$ cat src/rtl/core_inst_seq_if.sv
// Control/bus bundle between the tile controller and core_inst_seq.
// master = controller side (drives start/bases), slave = sequencer side.
interface core_inst_seq_if #(
    parameter int addr_bw = 11,
    parameter int len_bw  = 6
) ();
    logic               start;
    logic [len_bw-1:0]  n_act;
    logic [addr_bw-1:0] w_base;
    logic [addr_bw-1:0] x_base;
    logic [addr_bw-1:0] p_base;
    logic               ofifo_valid;
    logic [33:0]        inst;
    logic               busy;
    logic               done;
    logic               timeout;

    modport master (
        output start, n_act, w_base, x_base, p_base, ofifo_valid,
        input  inst, busy, done, timeout
    );

    modport slave (
        input  start, n_act, w_base, x_base, p_base, ofifo_valid,
        output inst, busy, done, timeout
    );
endinterface

$ cat src/rtl/core_inst_seq.sv
// Tile instruction sequencer: weight fetch, kernel load, activation fetch, execute, psum drain.
// Optional drain watchdog enabled by defining CORE_INST_SEQ_TIMEOUT_EN.
module core_inst_seq #(
    parameter int row     = 8,
    parameter int col     = 8,
    parameter int addr_bw = 11,
    parameter int len_bw  = 6,
    parameter int TIMEOUT = 255
) (
    input logic            clk,
    input logic            reset,
    core_inst_seq_if.slave bus
);
    localparam logic [2:0] S_IDLE   = 3'd0;
    localparam logic [2:0] S_W_RD   = 3'd1;
    localparam logic [2:0] S_W_LOAD = 3'd2;
    localparam logic [2:0] S_A_RD   = 3'd3;
    localparam logic [2:0] S_EXEC   = 3'd4;
    localparam logic [2:0] S_DRAIN  = 3'd5;
    localparam logic [2:0] S_DONE   = 3'd6;

    localparam logic [33:0] INST_IDLE = 34'h1_800C_0000;
    localparam int CNT_W = ($clog2(row + col) > len_bw) ? $clog2(row + col) : len_bw;

    logic [2:0]         state, next;
    logic [CNT_W-1:0]   cnt, term, last_n;
    logic               adv, at_end, rd_d, x_rd, p_wr, wd_fire;
    logic [len_bw-1:0]  n_lat;
    logic [addr_bw-1:0] w_lat, x_lat, p_lat;

    assign last_n = CNT_W'(n_lat) - CNT_W'(1);
    assign x_rd   = (state == S_W_RD) || (state == S_A_RD);
    assign p_wr   = (state == S_DRAIN) && bus.ofifo_valid;

    always_comb begin
        term = '0;
        adv  = 1'b1;
        next = S_IDLE;
        case (state)
            S_W_RD:   begin term = CNT_W'(row - 1);       next = S_W_LOAD; end
            S_W_LOAD: begin term = CNT_W'(row + col - 1); next = S_A_RD;   end
            S_A_RD:   begin term = last_n;                next = S_EXEC;   end
            S_EXEC:   begin term = last_n;                next = S_DRAIN;  end
            S_DRAIN:  begin term = last_n; adv = p_wr;    next = S_DONE;   end
            default:  ;
        endcase
    end
    assign at_end = adv && (cnt == term);

`ifdef CORE_INST_SEQ_TIMEOUT_EN
    localparam int WD_W = (TIMEOUT > 1) ? $clog2(TIMEOUT) : 1;
    logic [WD_W-1:0] wd;
    logic            to_flag;

    // Counts consecutive empty DRAIN cycles; fires on the TIMEOUT-th one.
    assign wd_fire = (state == S_DRAIN) && !bus.ofifo_valid && (wd == WD_W'(TIMEOUT - 1));

    always_ff @(posedge clk) begin
        if (reset) begin
            wd      <= '0;
            to_flag <= 1'b0;
        end else begin
            if ((state != S_DRAIN) || p_wr || wd_fire) wd <= '0;
            else                                       wd <= wd + WD_W'(1);
            if (wd_fire) to_flag <= 1'b1;
        end
    end
    assign bus.timeout = to_flag;
`else
    logic unused_timeout_cfg;
    assign unused_timeout_cfg = ^TIMEOUT;
    assign wd_fire     = 1'b0;
    assign bus.timeout = 1'b0;
`endif

    always_ff @(posedge clk) begin
        if (reset) begin
            state <= S_IDLE;
            cnt   <= '0;
            rd_d  <= 1'b0;
            n_lat <= '0;
            w_lat <= '0;
            x_lat <= '0;
            p_lat <= '0;
        end else begin
            rd_d <= x_rd;
            case (state)
                S_IDLE: begin
                    cnt <= '0;
                    if (bus.start && (bus.n_act != '0)) begin
                        state <= S_W_RD;
                        n_lat <= bus.n_act;
                        w_lat <= bus.w_base;
                        x_lat <= bus.x_base;
                        p_lat <= bus.p_base;
                    end
                end
                S_DONE: begin
                    state <= S_IDLE;
                    cnt   <= '0;
                end
                S_W_RD, S_W_LOAD, S_A_RD, S_EXEC, S_DRAIN: begin
                    if (at_end || wd_fire) begin
                        state <= next;
                        cnt   <= '0;
                    end else if (adv) begin
                        cnt <= cnt + CNT_W'(1);
                    end
                end
                default: begin
                    state <= S_IDLE;
                    cnt   <= '0;
                end
            endcase
        end
    end

    // Field map: [33] acc, [32] CEN_p, [31] WEN_p, [30:20] A_p, [19] CEN_x, [18] WEN_x,
    // [17:7] A_x, [6] ofifo_rd, [5] ififo_wr, [4] ififo_rd, [3] l0_rd, [2] l0_wr, [1] execute, [0] load
    always_comb begin
        inst_dec: begin
            bus.inst = INST_IDLE;
            case (state)
                S_W_RD: begin
                    bus.inst[19]   = 1'b0;
                    bus.inst[17:7] = 11'(w_lat + addr_bw'(cnt));
                end
                S_W_LOAD: begin
                    bus.inst[0] = 1'b1;
                    bus.inst[3] = (cnt < CNT_W'(row));
                end
                S_A_RD: begin
                    bus.inst[19]   = 1'b0;
                    bus.inst[17:7] = 11'(x_lat + addr_bw'(cnt));
                end
                S_EXEC: begin
                    bus.inst[3] = 1'b1;
                    bus.inst[1] = 1'b1;
                end
                S_DRAIN: begin
                    if (p_wr) begin
                        bus.inst[32]    = 1'b0;
                        bus.inst[31]    = 1'b0;
                        bus.inst[30:20] = 11'(p_lat + addr_bw'(cnt));
                        bus.inst[6]     = 1'b1;
                    end
                end
                default: ;
            endcase
            bus.inst[2] = rd_d;
        end
    end

    assign bus.busy = (state != S_IDLE);
    assign bus.done = (state == S_DONE);
endmodule

$ cat src/flat_wrapper.sv
// flat-port wrapper written by rule: the top's interface ports become plain ports
module core_inst_seq_flat 
#(
    parameter int row     = 8,
    parameter int col     = 8,
    parameter int addr_bw = 11,
    parameter int len_bw  = 6,
    parameter int TIMEOUT = 255
)
  (clk, reset, bus_start, bus_n_act, bus_w_base, bus_x_base, bus_p_base, bus_ofifo_valid, bus_inst, bus_busy, bus_done, bus_timeout);
  core_inst_seq_if #(.addr_bw(addr_bw), .len_bw(len_bw)) bus_i ();
  input logic clk;
  input logic reset;
  input wire logic [$bits(bus_i.start)-1:0] bus_start;
  input wire logic [$bits(bus_i.n_act)-1:0] bus_n_act;
  input wire logic [$bits(bus_i.w_base)-1:0] bus_w_base;
  input wire logic [$bits(bus_i.x_base)-1:0] bus_x_base;
  input wire logic [$bits(bus_i.p_base)-1:0] bus_p_base;
  input wire logic [$bits(bus_i.ofifo_valid)-1:0] bus_ofifo_valid;
  output wire logic [$bits(bus_i.inst)-1:0] bus_inst;
  output wire logic [$bits(bus_i.busy)-1:0] bus_busy;
  output wire logic [$bits(bus_i.done)-1:0] bus_done;
  output wire logic [$bits(bus_i.timeout)-1:0] bus_timeout;
  assign bus_i.start = bus_start;
  assign bus_i.n_act = bus_n_act;
  assign bus_i.w_base = bus_w_base;
  assign bus_i.x_base = bus_x_base;
  assign bus_i.p_base = bus_p_base;
  assign bus_i.ofifo_valid = bus_ofifo_valid;
  assign bus_inst = bus_i.inst;
  assign bus_busy = bus_i.busy;
  assign bus_done = bus_i.done;
  assign bus_timeout = bus_i.timeout;
  core_inst_seq #(.row(row), .col(col), .addr_bw(addr_bw), .len_bw(len_bw), .TIMEOUT(TIMEOUT)) u_core (.clk(clk), .reset(reset), .bus(bus_i));
endmodule
$ cat config.mk
export PLATFORM = sky130hd
export DESIGN_NAME = core_inst_seq_flat
export DESIGN_NICKNAME = d
export VERILOG_FILES = /design/src/rtl/core_inst_seq_if.sv /design/src/rtl/core_inst_seq.sv /design/src/flat_wrapper.sv
export SDC_FILE = /design/constraint.sdc
export NUM_CORES = 1
export LEC_CHECK = 0
export ABC_AREA = 1
export ABC_CLOCK_PERIOD_IN_PS = 6220
export BUFFER_PORTS_ARGS = -buffer_cell sky130_fd_sc_hd__buf_2
export CORE_ASPECT_RATIO = 0.75
export CORE_UTILIZATION = 55
export DETAILED_ROUTE_END_ITERATION = 8
export PLACE_DENSITY = 0.94
export SLEW_MARGIN = 20
export SYNTH_ARGS = -nofsm -noshare
export SYNTH_HDL_FRONTEND = slang
export SYNTH_SLANG_ARGS = --single-unit
$ cat constraint.sdc
create_clock -name clk -period 6.22 [get_ports clk]
set_input_delay 0.933 -clock clk [delete_from_list [all_inputs] [get_ports clk]]
set_output_delay 0.933 -clock clk [all_outputs]
set_load 0.01 [all_outputs]
==> metrics.md <==
| Metric | Value |
|---|---|
| Status | `finished clean` |
| Final Hold Fails | `0` |
| Critical path buffers and inverters | `3` |
| YS warnings | `0` |
| HP Class | `register to register` |
| Fmax | `0.231 GHz` |
| Post-synth ARST share | `0%` |
| Core area | `5090 µm²` |
| Crit path largest cell delay | `0.41 ns` |
| Fin crit share | `69.6%` |
| Worst-Skew Late Latency | `0.32 ns` |
| Setup TNS | `0 ns` |
| Leakage Power | `1.71 nW` |
| Die height | `66.2 µm` |
| Tightest Pin Transition | `1.01 ns` |
| Fin cells | `601` |
| Critical path depth | `19` |
| Clk buf depth | `2` |
| Slew Limit Fails | `0` |
| Largest net degree at the start of global routing | `79` |
| GRT Residual Overflow | `0` |
| Share of layout cells above drive strength 1 | `18.1%` |
| Setup violators final | `0` |
| Initial DRC Count | `231` |
| Crit path max-delay family | `simple AND/OR/NAND/NOR gates` |
| Worst vdd ir | `0.155 mV` |
| Crit path from | `u_core.state[2]` |
| Hold_buf cts | `0` |
| Synth top cells by count | `nand2_1 (81), inv_1 (79), o21ai_0 (63)` |
| Synth Area in Simple Gates | `22.9%` |
| Die area | `5800 µm²` |
| Routability cong. | `0.940` |
| Crit path kind | `register to output pin` |
| WL final | `7.37 mm` |
| H-tree depth | `2` |
| Worst r2r dst | `u_core.state[1]` |
| XOR/XNOR share of the synthesized area | `1.74%` |
| CP max stage cell | `fa_1` |
| Yosys top cell area share | `32.4%` |
| Largest family of logic cells by synthesized area | `simple AND/OR/NAND/NOR gates` |
| CTS buffer count | `5` |
| Post-synthesis compound-gate area fraction | `21.2%` |
| Root buffer cell | `clkbuf_8` |
| Avg Inst Size Synth | `6.53 µm²` |
| Maximum net fanout on the critical path | `16` |
| Final total power | `1.15 mW` |
| Number of synthesized flops with an enable pin | `0` |
| Wire length per cell | `12.3 µm` |
| Post-synthesis instance area | `3030 µm²` |
| Tmin final | `4.33 ns` |
| DRC | `0` |
| Post-DP HPWL | `5.53 mm` |
| Worst r2r src | `u_core.state[1]` |
| DR pass1 iterations | `5` |
| Clk pin slew, worst setup/hold paths | `0.10 ns` |
| Synth area leaders | `dfxtp_1 (32%), o21ai_0 (10%), nand2_1 (10%), inv_1 (9.8%), a21oi_1 (8.9%)` |
| Max_slew headroom | `32.4%` |
| CP cell instances | `inv_2 > nand3_2 > o21ai_0 > ha_1 > inv_1 > fa_1 > nand3b_1 > nand2_1 > nand2_1 > nand2_1 > nand2_1 > nand2_1 > nand2_1 > nor2_1 > nand2_1 > nor2_1 > o21ai_0 > a21oi_1 > buf_2` |
| Yosys reg bits | `49` |
| Final hold slack | `0.455 ns` |
| First-pass GRT wire length | `12.3 mm` |
| FP Rows | `22` |
| Post-CTS Setup Bufs | `0` |
| Most frequent cell after synthesis | `nand2_1` |
| TritonCTS clock tree | `done` |
| R2R setup slack | `4.11 ns` |
| Initial antenna violation count | `0` |
| Final ANT Viol Nets | `0` |
| Tot GR Track Use | `27.5%` |
| Top Ports | `80` |
| # diodes | `0` |
| R2R depth | `15` |
| Clk_skew | `0.00888 ns` |
| Die Wd | `87.6 µm` |
| Critical path arrival | `3.40 ns` |
| CTS resizes | `0` |
| Nets | `589` |
| RSZ-0062 raised after global routing | `false` |
| Synth area leader | `dfxtp_1` |
| MaxCap Viol Count | `0` |
| Sequential fraction of the synthesis area | `32.4%` |
| Crit end category | `output pin` |
| Synth cell types | `28` |
| Top_reg_cell synth | `dfxtp_1` |
| Synth Area in Adders | `7.94%` |
| CP endpoint | `bus_inst[17]` |
| Number of global-route vias before repair | `2729` |
| Critical Path RT | `5.29 ns` |
| Cells after Synth | `463` |
| Detailed-route via count | `3092` |
| Initial cell density of the core | `59.4%` |
| Placed Cells | `593` |
| CP most frequent cell | `nand2_1` |
| Area growth syn-to-layout | `15.9%` |
| Startpoint Class | `register` |
| Port bufs | `74` |
| Vias per cell | `5.14` |
| Clock sink count | `49` |
| PwrDens | `328 nW/µm²` |
| Post-synthesis mux area share | `0%` |
==> power by group <==
group | switching [mW] | internal [mW]
Clock | 0.122 | 0.0842
Sequential | 0.0494 | 0.394
Combinational | 0.328 | 0.173
==> cell type report <==
type,count,area (µm²)
Multi-Input combinational cell,315,1650
Sequential cell,49,981
Clock buffer,5,68.8
Clock inverter,3,28.8
Fill cell,422,1590
Timing Repair Buffer,75,378
Inverter,82,309
Tap cell,72,90.1
==> cell usage in the layout (no fill, tap or decap), drive strengths merged, types with 8 or more instances in the layout <==
master  synthesis  routed
nand3          21      21
nor2           44      44
ha             16      16
nand2          83      83
dfxtp          49      49
inv            81      83
nor3            8       8
buf             7      75
o21ai          64      64
a21oi          54      54
==> worst min path at each step <==
stage / startpoint / to / depth (start not counted)
detailed placement: u_core.x_lat[6] / u_core.x_lat[6] / 2
global placement: u_core.x_lat[2] / u_core.x_lat[2] / 2
floorplan: u_core.w_lat[8] / u_core.w_lat[8] / 2
finish: u_core.x_lat[6] / u_core.x_lat[6] / 2
CTS: u_core.x_lat[6] / u_core.x_lat[6] / 2
global route: u_core.x_lat[1] / u_core.x_lat[1] / 2
==> per-layer routing <==
metal	global-route usage (%)	up-vias	share of wire (%)
li1	-	1602	-
met1	36.3	1356	47
met2	45.3	118	45
met3	5.87	16	5.9
met4	7.79	0	1.4
met5	0	-	0
==> logic make-up after synthesis <==
logic type               after synthesis
adder cells (fa/ha/maj)               18
other                                  2
flip-flops                            49
AND/OR/NAND/NOR                      163
buffers and inverters                102
XOR/XNOR                               6
AO/OA/AOI/OAI                        123
==> worst register-to-register path: cells and delay by family (launching register included) <==
| family | cells | cell delay, ns |
|---|---|---|
| adder cells (fa/ha/maj) | 1 | 0.21 |
| AO/OA/AOI/OAI | 1 | 0.14 |
| flip-flops | 1 | 0.46 |
| AND/OR/NAND/NOR | 11 | 1.04 |
| buffers and inverters | 2 | 0.20 |
==> through the flow <==
stage / cell area, µm² / worst slack [ns] / utilization [%]
finish: 3510 / 1.89 / 68.8
detailed placement: 3410 / 2.34 / 66.9
global placement: 3410 / 2.57 / 66.9
floorplan: 3040 / 2.62 / -
global route: 3510 / 1.52 / 68.8
CTS: 3510 / 1.90 / 68.8
==> registers in the layout, summed over array words and instances (netlist names) <==
name          flops
u_core.n_lat      6
u_core.cnt        6
u_core.x_lat     11
u_core.state      3
u_core.p_lat     11
u_core.w_lat     11
u_core.rd_d       1
Power figures use the tool's default switching activity.
